### config.mk
export PLATFORM = sky130hd
export DESIGN_NAME = dffmem_burst_flat
export DESIGN_NICKNAME = d
export VERILOG_FILES = /design/src/rtl/dffmem_burst_if.sv /design/src/rtl/dffmem_burst.sv /design/src/flat_wrapper.sv
export SDC_FILE = /design/constraint.sdc
export NUM_CORES = 1
export LEC_CHECK = 0
export BUFFER_PORTS_ARGS = -buffer_cell sky130_fd_sc_hd__buf_2
export CAP_MARGIN = 10
export CORE_ASPECT_RATIO = 1.4
export CORE_MARGIN = 2
export CORE_UTILIZATION = 35
export DETAILED_ROUTE_END_ITERATION = 10
export REMOVE_ABC_BUFFERS = 1
export SLEW_MARGIN = 10
export SYNTH_ARGS = -nofsm -noshare
export SYNTH_HDL_FRONTEND = slang
export SYNTH_SLANG_ARGS = --single-unit
export TNS_END_PERCENT = 30
### constraint.sdc
create_clock -name clk -period 3.51 [get_ports clk]
set_input_delay 0.1755 -clock clk [delete_from_list [all_inputs] [get_ports clk]]
set_output_delay 0.1755 -clock clk [all_outputs]
set_load 0.005 [all_outputs]
### src/rtl/dffmem_burst_if.sv
// Byte-stream command/data bundle between a host and dffmem_burst.
// Master = host side (drives input bytes, accepts output bytes).
// Slave = memory side (drives ready, read bytes and busy).
interface dffmem_burst_if;
    logic       in_valid;
    logic       in_ready;
    logic [7:0] in_data;
    logic       out_valid;
    logic       out_ready;
    logic [7:0] out_data;
    logic       busy;

    modport master (
        output in_valid, in_data, out_ready,
        input  in_ready, out_valid, out_data, busy
    );

    modport slave (
        input  in_valid, in_data, out_ready,
        output in_ready, out_valid, out_data, busy
    );
endinterface

### src/rtl/dffmem_burst.sv
// DFF-array memory with a byte-stream burst port (cmd, LSB-first address, LSB-first words, auto-increment).
// Latency: write commits on the edge taking a word's last byte; first read byte valid the cycle after the last address byte.
// Backpressure: in_ready/out_valid are registered; out_data/out_valid hold while out_ready is low. Macro DFFMEM_CLEAR_EN adds array reset.
module dffmem_burst #(
    parameter int DATA_W = 16,
    parameter int ADDR_W = 4
) (
    input  logic          clk,
    input  logic          rst_n,
    dffmem_burst_if.slave bus
);
    localparam int DEPTH  = 1 << ADDR_W;
    localparam int BPW    = DATA_W / 8;
    localparam int ABYTES = (ADDR_W + 7) / 8;
    localparam int BIW    = (BPW > 1) ? $clog2(BPW) : 1;
    localparam int AIW    = (ABYTES > 1) ? $clog2(ABYTES) : 1;

    typedef enum logic [1:0] {S_CMD, S_ADDR, S_WDATA, S_RDATA} state_t;

    state_t              r_state;
    logic                r_in_rdy;
    logic                r_out_vld;
    logic                r_busy;
    logic                r_dir;
    logic [6:0]          r_len;
    logic [ADDR_W-1:0]   r_addr;
    logic [BIW-1:0]      r_bidx;
    logic [AIW-1:0]      r_abidx;
    logic [DATA_W-1:0]   r_stage;
    logic [DATA_W-1:0]   r_mem [DEPTH];

    logic                w_in_acc;
    logic                w_out_acc;
    logic                w_bidx_last;
    logic                w_abidx_last;
    logic                w_commit;
    logic [ADDR_W-1:0]   w_addr_new;
    logic [DATA_W-1:0]   w_word;

    assign w_in_acc     = bus.in_valid && r_in_rdy;
    assign w_out_acc    = bus.out_ready && r_out_vld;
    assign w_bidx_last  = (r_bidx == BIW'(BPW - 1));
    assign w_abidx_last = (r_abidx == AIW'(ABYTES - 1));
    assign w_commit     = w_in_acc && (r_state == S_WDATA) && w_bidx_last;

    assign bus.in_ready  = r_in_rdy;
    assign bus.out_valid = r_out_vld;
    assign bus.busy      = r_busy;
    assign bus.out_data  = r_out_vld ? r_mem[r_addr][{r_bidx, 3'b000} +: 8] : 8'h00;

    // Merge the incoming address byte into its slot; bits beyond ADDR_W fall away.
    always_comb begin
        w_addr_new = r_addr;
        for (int i = 0; i < ADDR_W; i++) begin
            if (AIW'(i / 8) == r_abidx) begin
                w_addr_new[i] = bus.in_data[i % 8];
            end
        end
    end

    // Full word to commit: staged low bytes plus the byte arriving now.
    always_comb begin
        w_word = r_stage;
        w_word[{r_bidx, 3'b000} +: 8] = bus.in_data;
    end

    // Burst control FSM with registered handshake and busy outputs.
    always_ff @(posedge clk or negedge rst_n) begin
        if (!rst_n) begin
            r_state   <= S_CMD;
            r_in_rdy  <= 1'b0;
            r_out_vld <= 1'b0;
            r_busy    <= 1'b0;
            r_dir     <= 1'b0;
            r_len     <= 7'd0;
            r_addr    <= '0;
            r_bidx    <= '0;
            r_abidx   <= '0;
            r_stage   <= '0;
        end else begin
            case (r_state)
                S_CMD: begin
                    r_in_rdy <= 1'b1;
                    if (w_in_acc) begin
                        r_dir   <= bus.in_data[7];
                        r_len   <= bus.in_data[6:0];
                        r_abidx <= '0;
                        r_busy  <= 1'b1;
                        r_state <= S_ADDR;
                    end
                end
                S_ADDR: begin
                    if (w_in_acc) begin
                        r_addr <= w_addr_new;
                        if (w_abidx_last) begin
                            r_abidx <= '0;
                            r_bidx  <= '0;
                            if (r_dir) begin
                                r_state <= S_WDATA;
                            end else begin
                                r_state   <= S_RDATA;
                                r_in_rdy  <= 1'b0;
                                r_out_vld <= 1'b1;
                            end
                        end else begin
                            r_abidx <= r_abidx + AIW'(1);
                        end
                    end
                end
                S_WDATA: begin
                    if (w_in_acc) begin
                        r_stage[{r_bidx, 3'b000} +: 8] <= bus.in_data;
                        if (w_bidx_last) begin
                            r_bidx <= '0;
                            r_addr <= r_addr + ADDR_W'(1);
                            if (r_len == 7'd0) begin
                                r_state <= S_CMD;
                                r_busy  <= 1'b0;
                            end else begin
                                r_len <= r_len - 7'd1;
                            end
                        end else begin
                            r_bidx <= r_bidx + BIW'(1);
                        end
                    end
                end
                S_RDATA: begin
                    if (w_out_acc) begin
                        if (w_bidx_last) begin
                            r_bidx <= '0;
                            r_addr <= r_addr + ADDR_W'(1);
                            if (r_len == 7'd0) begin
                                r_state   <= S_CMD;
                                r_out_vld <= 1'b0;
                                r_in_rdy  <= 1'b1;
                                r_busy    <= 1'b0;
                            end else begin
                                r_len <= r_len - 7'd1;
                            end
                        end else begin
                            r_bidx <= r_bidx + BIW'(1);
                        end
                    end
                end
                default: begin
                    r_state <= S_CMD;
                end
            endcase
        end
    end

`ifdef DFFMEM_CLEAR_EN
    // Word array, cleared by reset; a word lands only when its last byte arrives.
    always_ff @(posedge clk or negedge rst_n) begin
        if (!rst_n) begin
            for (int i = 0; i < DEPTH; i++) begin
                r_mem[i] <= '0;
            end
        end else if (w_commit) begin
            r_mem[r_addr] <= w_word;
        end
    end
`else
    // Word array without reset so contents survive a control reset; whole words only.
    always_ff @(posedge clk) begin
        if (w_commit) begin
            r_mem[r_addr] <= w_word;
        end
    end
`endif

endmodule
### src/flat_wrapper.sv
// flat-port wrapper written by rule: the top's interface ports become plain ports
module dffmem_burst_flat 
#(
    parameter int DATA_W = 16,
    parameter int ADDR_W = 4
)
  (clk, rst_n, bus_in_valid, bus_in_data, bus_out_ready, bus_in_ready, bus_out_valid, bus_out_data, bus_busy);
  dffmem_burst_if bus_i ();
  input  logic clk;
  input  logic rst_n;
  input wire logic [$bits(bus_i.in_valid)-1:0] bus_in_valid;
  input wire logic [$bits(bus_i.in_data)-1:0] bus_in_data;
  input wire logic [$bits(bus_i.out_ready)-1:0] bus_out_ready;
  output wire logic [$bits(bus_i.in_ready)-1:0] bus_in_ready;
  output wire logic [$bits(bus_i.out_valid)-1:0] bus_out_valid;
  output wire logic [$bits(bus_i.out_data)-1:0] bus_out_data;
  output wire logic [$bits(bus_i.busy)-1:0] bus_busy;
  assign bus_i.in_valid = bus_in_valid;
  assign bus_i.in_data = bus_in_data;
  assign bus_i.out_ready = bus_out_ready;
  assign bus_in_ready = bus_i.in_ready;
  assign bus_out_valid = bus_i.out_valid;
  assign bus_out_data = bus_i.out_data;
  assign bus_busy = bus_i.busy;
  dffmem_burst #(.DATA_W(DATA_W), .ADDR_W(ADDR_W)) u_core (.clk(clk), .rst_n(rst_n), .bus(bus_i));
endmodule
### After elaboration in Yosys (flattened, before gate mapping)

Memory sizes are Yosys's and may differ from the RTL's.
Index checks and enable logic that the tools add are counted.

* bits in read-only memories: 0
* word-level logic and storage cells: 107
* register bits: 35
* output and inout bits: 11
* bits in writable memories: 256
* memories kept: 1
* bits in latches: 0

Memory list
* u_core.r_mem: words 16, width 16, rd ports 1, clocked after memory_dff 0, wr ports 1, RTL line dffmem_burst.sv:30 `logic [DATA_W-1:0] r_mem [DEPTH];`

* eq/ne operators: 11
* add/sub/neg operators: 5
* multipliers: 0
* muxes and demuxes: 58
* $lt $le $gt $ge: 0
* reductions and logical operators: 19
* div/mod/pow operators: 0
* shift-type cells: 3
* bitwise logic cells: 0

Operators with widths (count)
* $mux 7: 5
* $mux 1: 32
* $pmux 7 s3: 1
* $bwmux 16: 1
* $mux 4: 4
* $shift 8x6->16 const A: 1
* $shiftx 16x5->8: 1
* $shiftx 8x6->16: 1
* $mux 2: 7
* $reduce_and 7->1: 2
* $ne 2x1->1 const B: 6
* $pmux 4 s3: 1
* $reduce_and 5->1: 2
* $pmux 1 s3: 3
* $reduce_bool 3->1: 3
* $mux 8: 1
* $pmux 2 s4: 1
* $logic_not 7->1: 1
* $sub 7x1->7 const B: 1
* $neg 4->6: 1
* $add 4x1->4 const B: 1
* $eq 2x2->1 const B: 2
* $logic_and 1x1->1: 4
* $ne 2x2->1 const B: 2
* 8 further kinds: 12

### Logic depth before layout (Yosys ltp)

* depth in word-level cells: 5
* depth in mapped cells: 7

### Worst setup path after synthesis

No wires, ideal clock.

* path type: register to register
* start: reg u_core.r_addr[1]
* end: mem u_core.r_mem[0][0], enable pin
* data required time: 3.101 ns
* slack: 0.784 ns
* stages on the path, launching flop included: 8
* setup time: 0.409 ns
* clock period less this slack: 2.726 ns
* arrival: 2.317 ns
* cell sequence: dfrtp_1 > buf_6 > buf_4 > buf_6 > inv_1 > ha_1 > nand3_1 > nor3_1

RTL lines
* from (decl): RTL line dffmem_burst.sv:26 `logic [ADDR_W-1:0] r_addr;`
* from (signal assigned): RTL line dffmem_burst.sv:94 `r_addr <= w_addr_new;`
* from (signal assigned): RTL line dffmem_burst.sv:115 `r_addr <= r_addr + ADDR_W'(1);`
* from (signal assigned): RTL line dffmem_burst.sv:131 `r_addr <= r_addr + ADDR_W'(1);`
* to (decl): RTL line dffmem_burst.sv:30

No word-level cell before the write port.

### Worst setup path in the final report

* start: reg u_core.r_addr[1]
* end: out bus_out_data[7]

* longest elaborated chain between the ends: 3

RTL lines
* $mem_v2 16x16
* $shiftx 16x5->8: RTL line dffmem_burst.sv:49 `assign bus.out_data = r_out_vld ? r_mem[r_addr][{r_bidx, 3'b000} +: 8] : 8'h00;`
* $mux 8: RTL line dffmem_burst.sv:49
* to (decl): RTL line flat_wrapper.sv:16 `output wire logic [$bits(bus_i.out_data)-1:0] bus_out_data;`

No other way between the ends.

==> metrics.csv <==
stage,metric,value,unit
route,Post-Route WL,26800,microns
synth,Area contributors post-synth,"edfxtp_1, dfrtp_1, mux4_1",
synth,syn avg cell area,18.95,sq um
synth,largest area contributor in the netlist,edfxtp_1,
setup_path,critical path endpoint category,output pin,
placed_design,Port Buffers,22,
sta,final hold slack,0.01990,ns
route,via count,6226,
floorplanning,core area,33930,sq um
clock_tree,clock buffer depth,3,
global_route,largest net degree at the start of global routing,37,
setup_path,R2R depth,6,
worst_hold_path,worst hold stages,2,
clock_tree,clock sinks,290,
synth,synthesized area,12010,sq um
flow_run,maxcap violations,0,
clock_tree,worst-skew pair later-pin latency,0.55,ns
sta,period utilization,0.8645,
route,Routed WL per cell,23.02,microns
sta,setup tns final,0,ns
floorplanning,die span in x,160.6,microns
sta,worst slew pin tran,0.8431,ns
sta,unrepaired setup endpoints after global routing,no,
final_layout,Final #Nets,709,
synth,post-synth top area share,0.6399,
placed_design,gpl congestion,0.8225,
final_layout,Area growth syn-to-layout,14.52,%
synth,top-count cell post-synth,edfxtp_1,
synth,Synth Instances,634,
route,# DRC,0,
final_layout,layout cells sized above 1,0.2861,
floorplanning,DIE AREA,35850,sq um
synth,ys async rst share,0.1172,
global_route,Total GRT Usage,0.1516,
final_layout,Register Area,8543,sq um
clock_tree,"Gates resized, CTS repair",0,
setup_path,Startpoint Class,register,
final_layout,FILL cells,3030,
setup_path,WP data required,3.33,ns
sta,fin crit period,3.035,ns
sta,fmax,0.3295,GHz
clock_tree,"Clk pin slew, worst setup/hold paths",0.07,ns
placed_design,HPWL after DPL,17230,microns
synth,Synth Register Bits,290,
worst_hold_path,Tightest Hold Check Type,in2reg,
final_layout,multi-input logic area,3229,sq um
setup_path,r2r startpoint,u_core.r_addr[0],
floorplanning,Starting Density,0.3541,
power,maximum VDD drop,0.3710,mV
synth,Synth top cells by count,"edfxtp_1, mux2_2, dfrtp_1, nand2_1, mux4_2",
power,leak pwr,4.703,nW
route,initial DRC count,669,
synth,"Seq/Total Area, Yosys",0.7107,
clock_tree,H-tree depth,1,
sta,Final Hold Viols,0,
synth,Synth cell types,52,
setup_path,CP Class,reg2out,
setup_path,endpoint of the worst-slack reg-to-reg timing path,u_core.r_mem[12][3],
worst_hold_path,Hold EP,u_core.r_len[2],
sta,endpoints failing setup,0,
outcome,status,"finished, final reports clean",
synth,main flop type after synthesis,edfxtp_1,
route,DR pass1 iterations,5,
floorplanning,DIE HEIGHT,223.2,microns
synth,Yosys warnings,0,
synth,"EDFF count, synth",256,
setup_path,CP arrival,2.86,ns
clock_tree,CTS tree,yes,
floorplanning,IO Count,23,
power,Power Dens Cells,498.8,nW/um^2
worst_hold_path,min-delay src,bus_in_data[2],
global_route,initial antenna violation count,0,
setup_path,critical path peak fanout,36,
sta,skew final,0.01045,ns
floorplanning,Core Rows,80,
global_route,global-route wire length before repair,40630,microns
route,post-route ant nets,0,
sta,relative slew slack,0.4358,
clock_tree,CTS buffer count,28,
clock_tree,CTS root buffer,clkbuf_16,
route,vias per cell,5.349,
sta,Slew Limit Fails,0,
final_layout,diode count,0,
setup_path,worst reg-to-reg setup slack,1.08,ns
global_route,GR Overflow Total,0,
global_route,number of global-route vias before repair,6455,
==> state kept, by name (all words and copies together), names as in the netlist <==
register	count
u_core.r_bidx	1
u_core.bus.out_valid	1
u_core.r_mem	256
u_core.r_stage	16
u_core.bus.in_ready	1
u_core.bus.busy	1
u_core.r_len	7
u_core.r_dir	1
u_core.r_addr	4
u_core.r_state	2
==> where the power goes <==
| part | internal, mW | switching, mW |
|---|---|---|
| logic | 0.0128 | 0.0420 |
| registers | 3.73 | 0 |
| clock network | 1.80 | 1.28 |
| total | 5.54 | 1.33 |
==> area by class of cell <==
cell class	count	area share
sequential	290	0.6210
multi-input combinational	302	0.2347
clock buffer	36	0.05684
tap	451	0.04101
timing repair buffer	61	0.03219
clock inverter	16	0.01210
inverter	8	0.002183
==> logic make-up after synthesis <==
kind of cell | count (synthesis) | synth area share
muxes | 115 | 0.1689
AOI/OAI and AO/OA | 70 | 0.04385
DFF | 290 | 0.7107
adders and majority gates | 6 | 0.006249
buffers and inverters | 42 | 0.02447
and+or+nand+nor | 111 | 0.04582
==> repair_timing <==
item / in CTS / in global routing
hold buffers: 6 / 0
hold endpoints to repair: 39 / 0
buffers inserted: 0 / 0
==> metal layers <==
metal	global-route usage	vias up	share of wire
li1	-	2714	-
met1	0.1960	3252	0.41
met2	0.2613	217	0.51
met3	0.01989	43	0.051
met4	0.05667	0	0.028
met5	0	-	0
==> worst max path at each step <==
stage	from	end	slack [ns]	depth (start not counted)
after CTS	u_core.r_addr[1]	bus_out_data[7]	0.41	7
after detailed placement	u_core.r_addr[0]	bus_out_data[3]	1.0	6
after floorplan	u_core.r_state[1]	u_core.r_mem[0][0]	-0.76	4
final	u_core.r_addr[1]	bus_out_data[7]	0.48	7
after global placement	u_core.r_addr[0]	bus_out_data[2]	0.98	6
after global routing	u_core.r_addr[0]	bus_out_data[2]	0.31	6
==> cells in the final DEF, fill, tap and decap left out, drive strengths merged, types with 11 or more instances in the layout <==
cell / n
a21oi: 12
dfrtp: 34
nand3: 11
nor2: 28
edfxtp: 256
nand2: 34
buf: 55
mux2: 48
mux4: 57
and3: 13
clkbuf: 36
==> worst max-delay path: stages (launching register included) <==
cell and delay [ns]:
dfrtp_4 0.83, buf_12 0.27, buf_4 0.19, mux4_2 0.34, a22oi_1 0.20, a21oi_1 0.12, o21a_1 0.20, buf_2 0.13
==> stage by stage <==
stage	utilization	total power [mW]	instances	instance area [sq um]	setup WS (ns)
4_1_cts	0.4055	6.919	1164	13760	0.4144
3_3_place_gp	0.3757	3.850	1106	12750	0.9796
3_5_place_dp	0.3757	3.852	1106	12750	0.9954
5_1_grt	0.4055	7.048	1164	13760	0.3118
2_1_floorplan	-	3.816	600	11750	-0.7633
6_report	0.4055	6.863	1164	13760	0.4754
No activity file was read; power rests on OpenSTA's default activity.
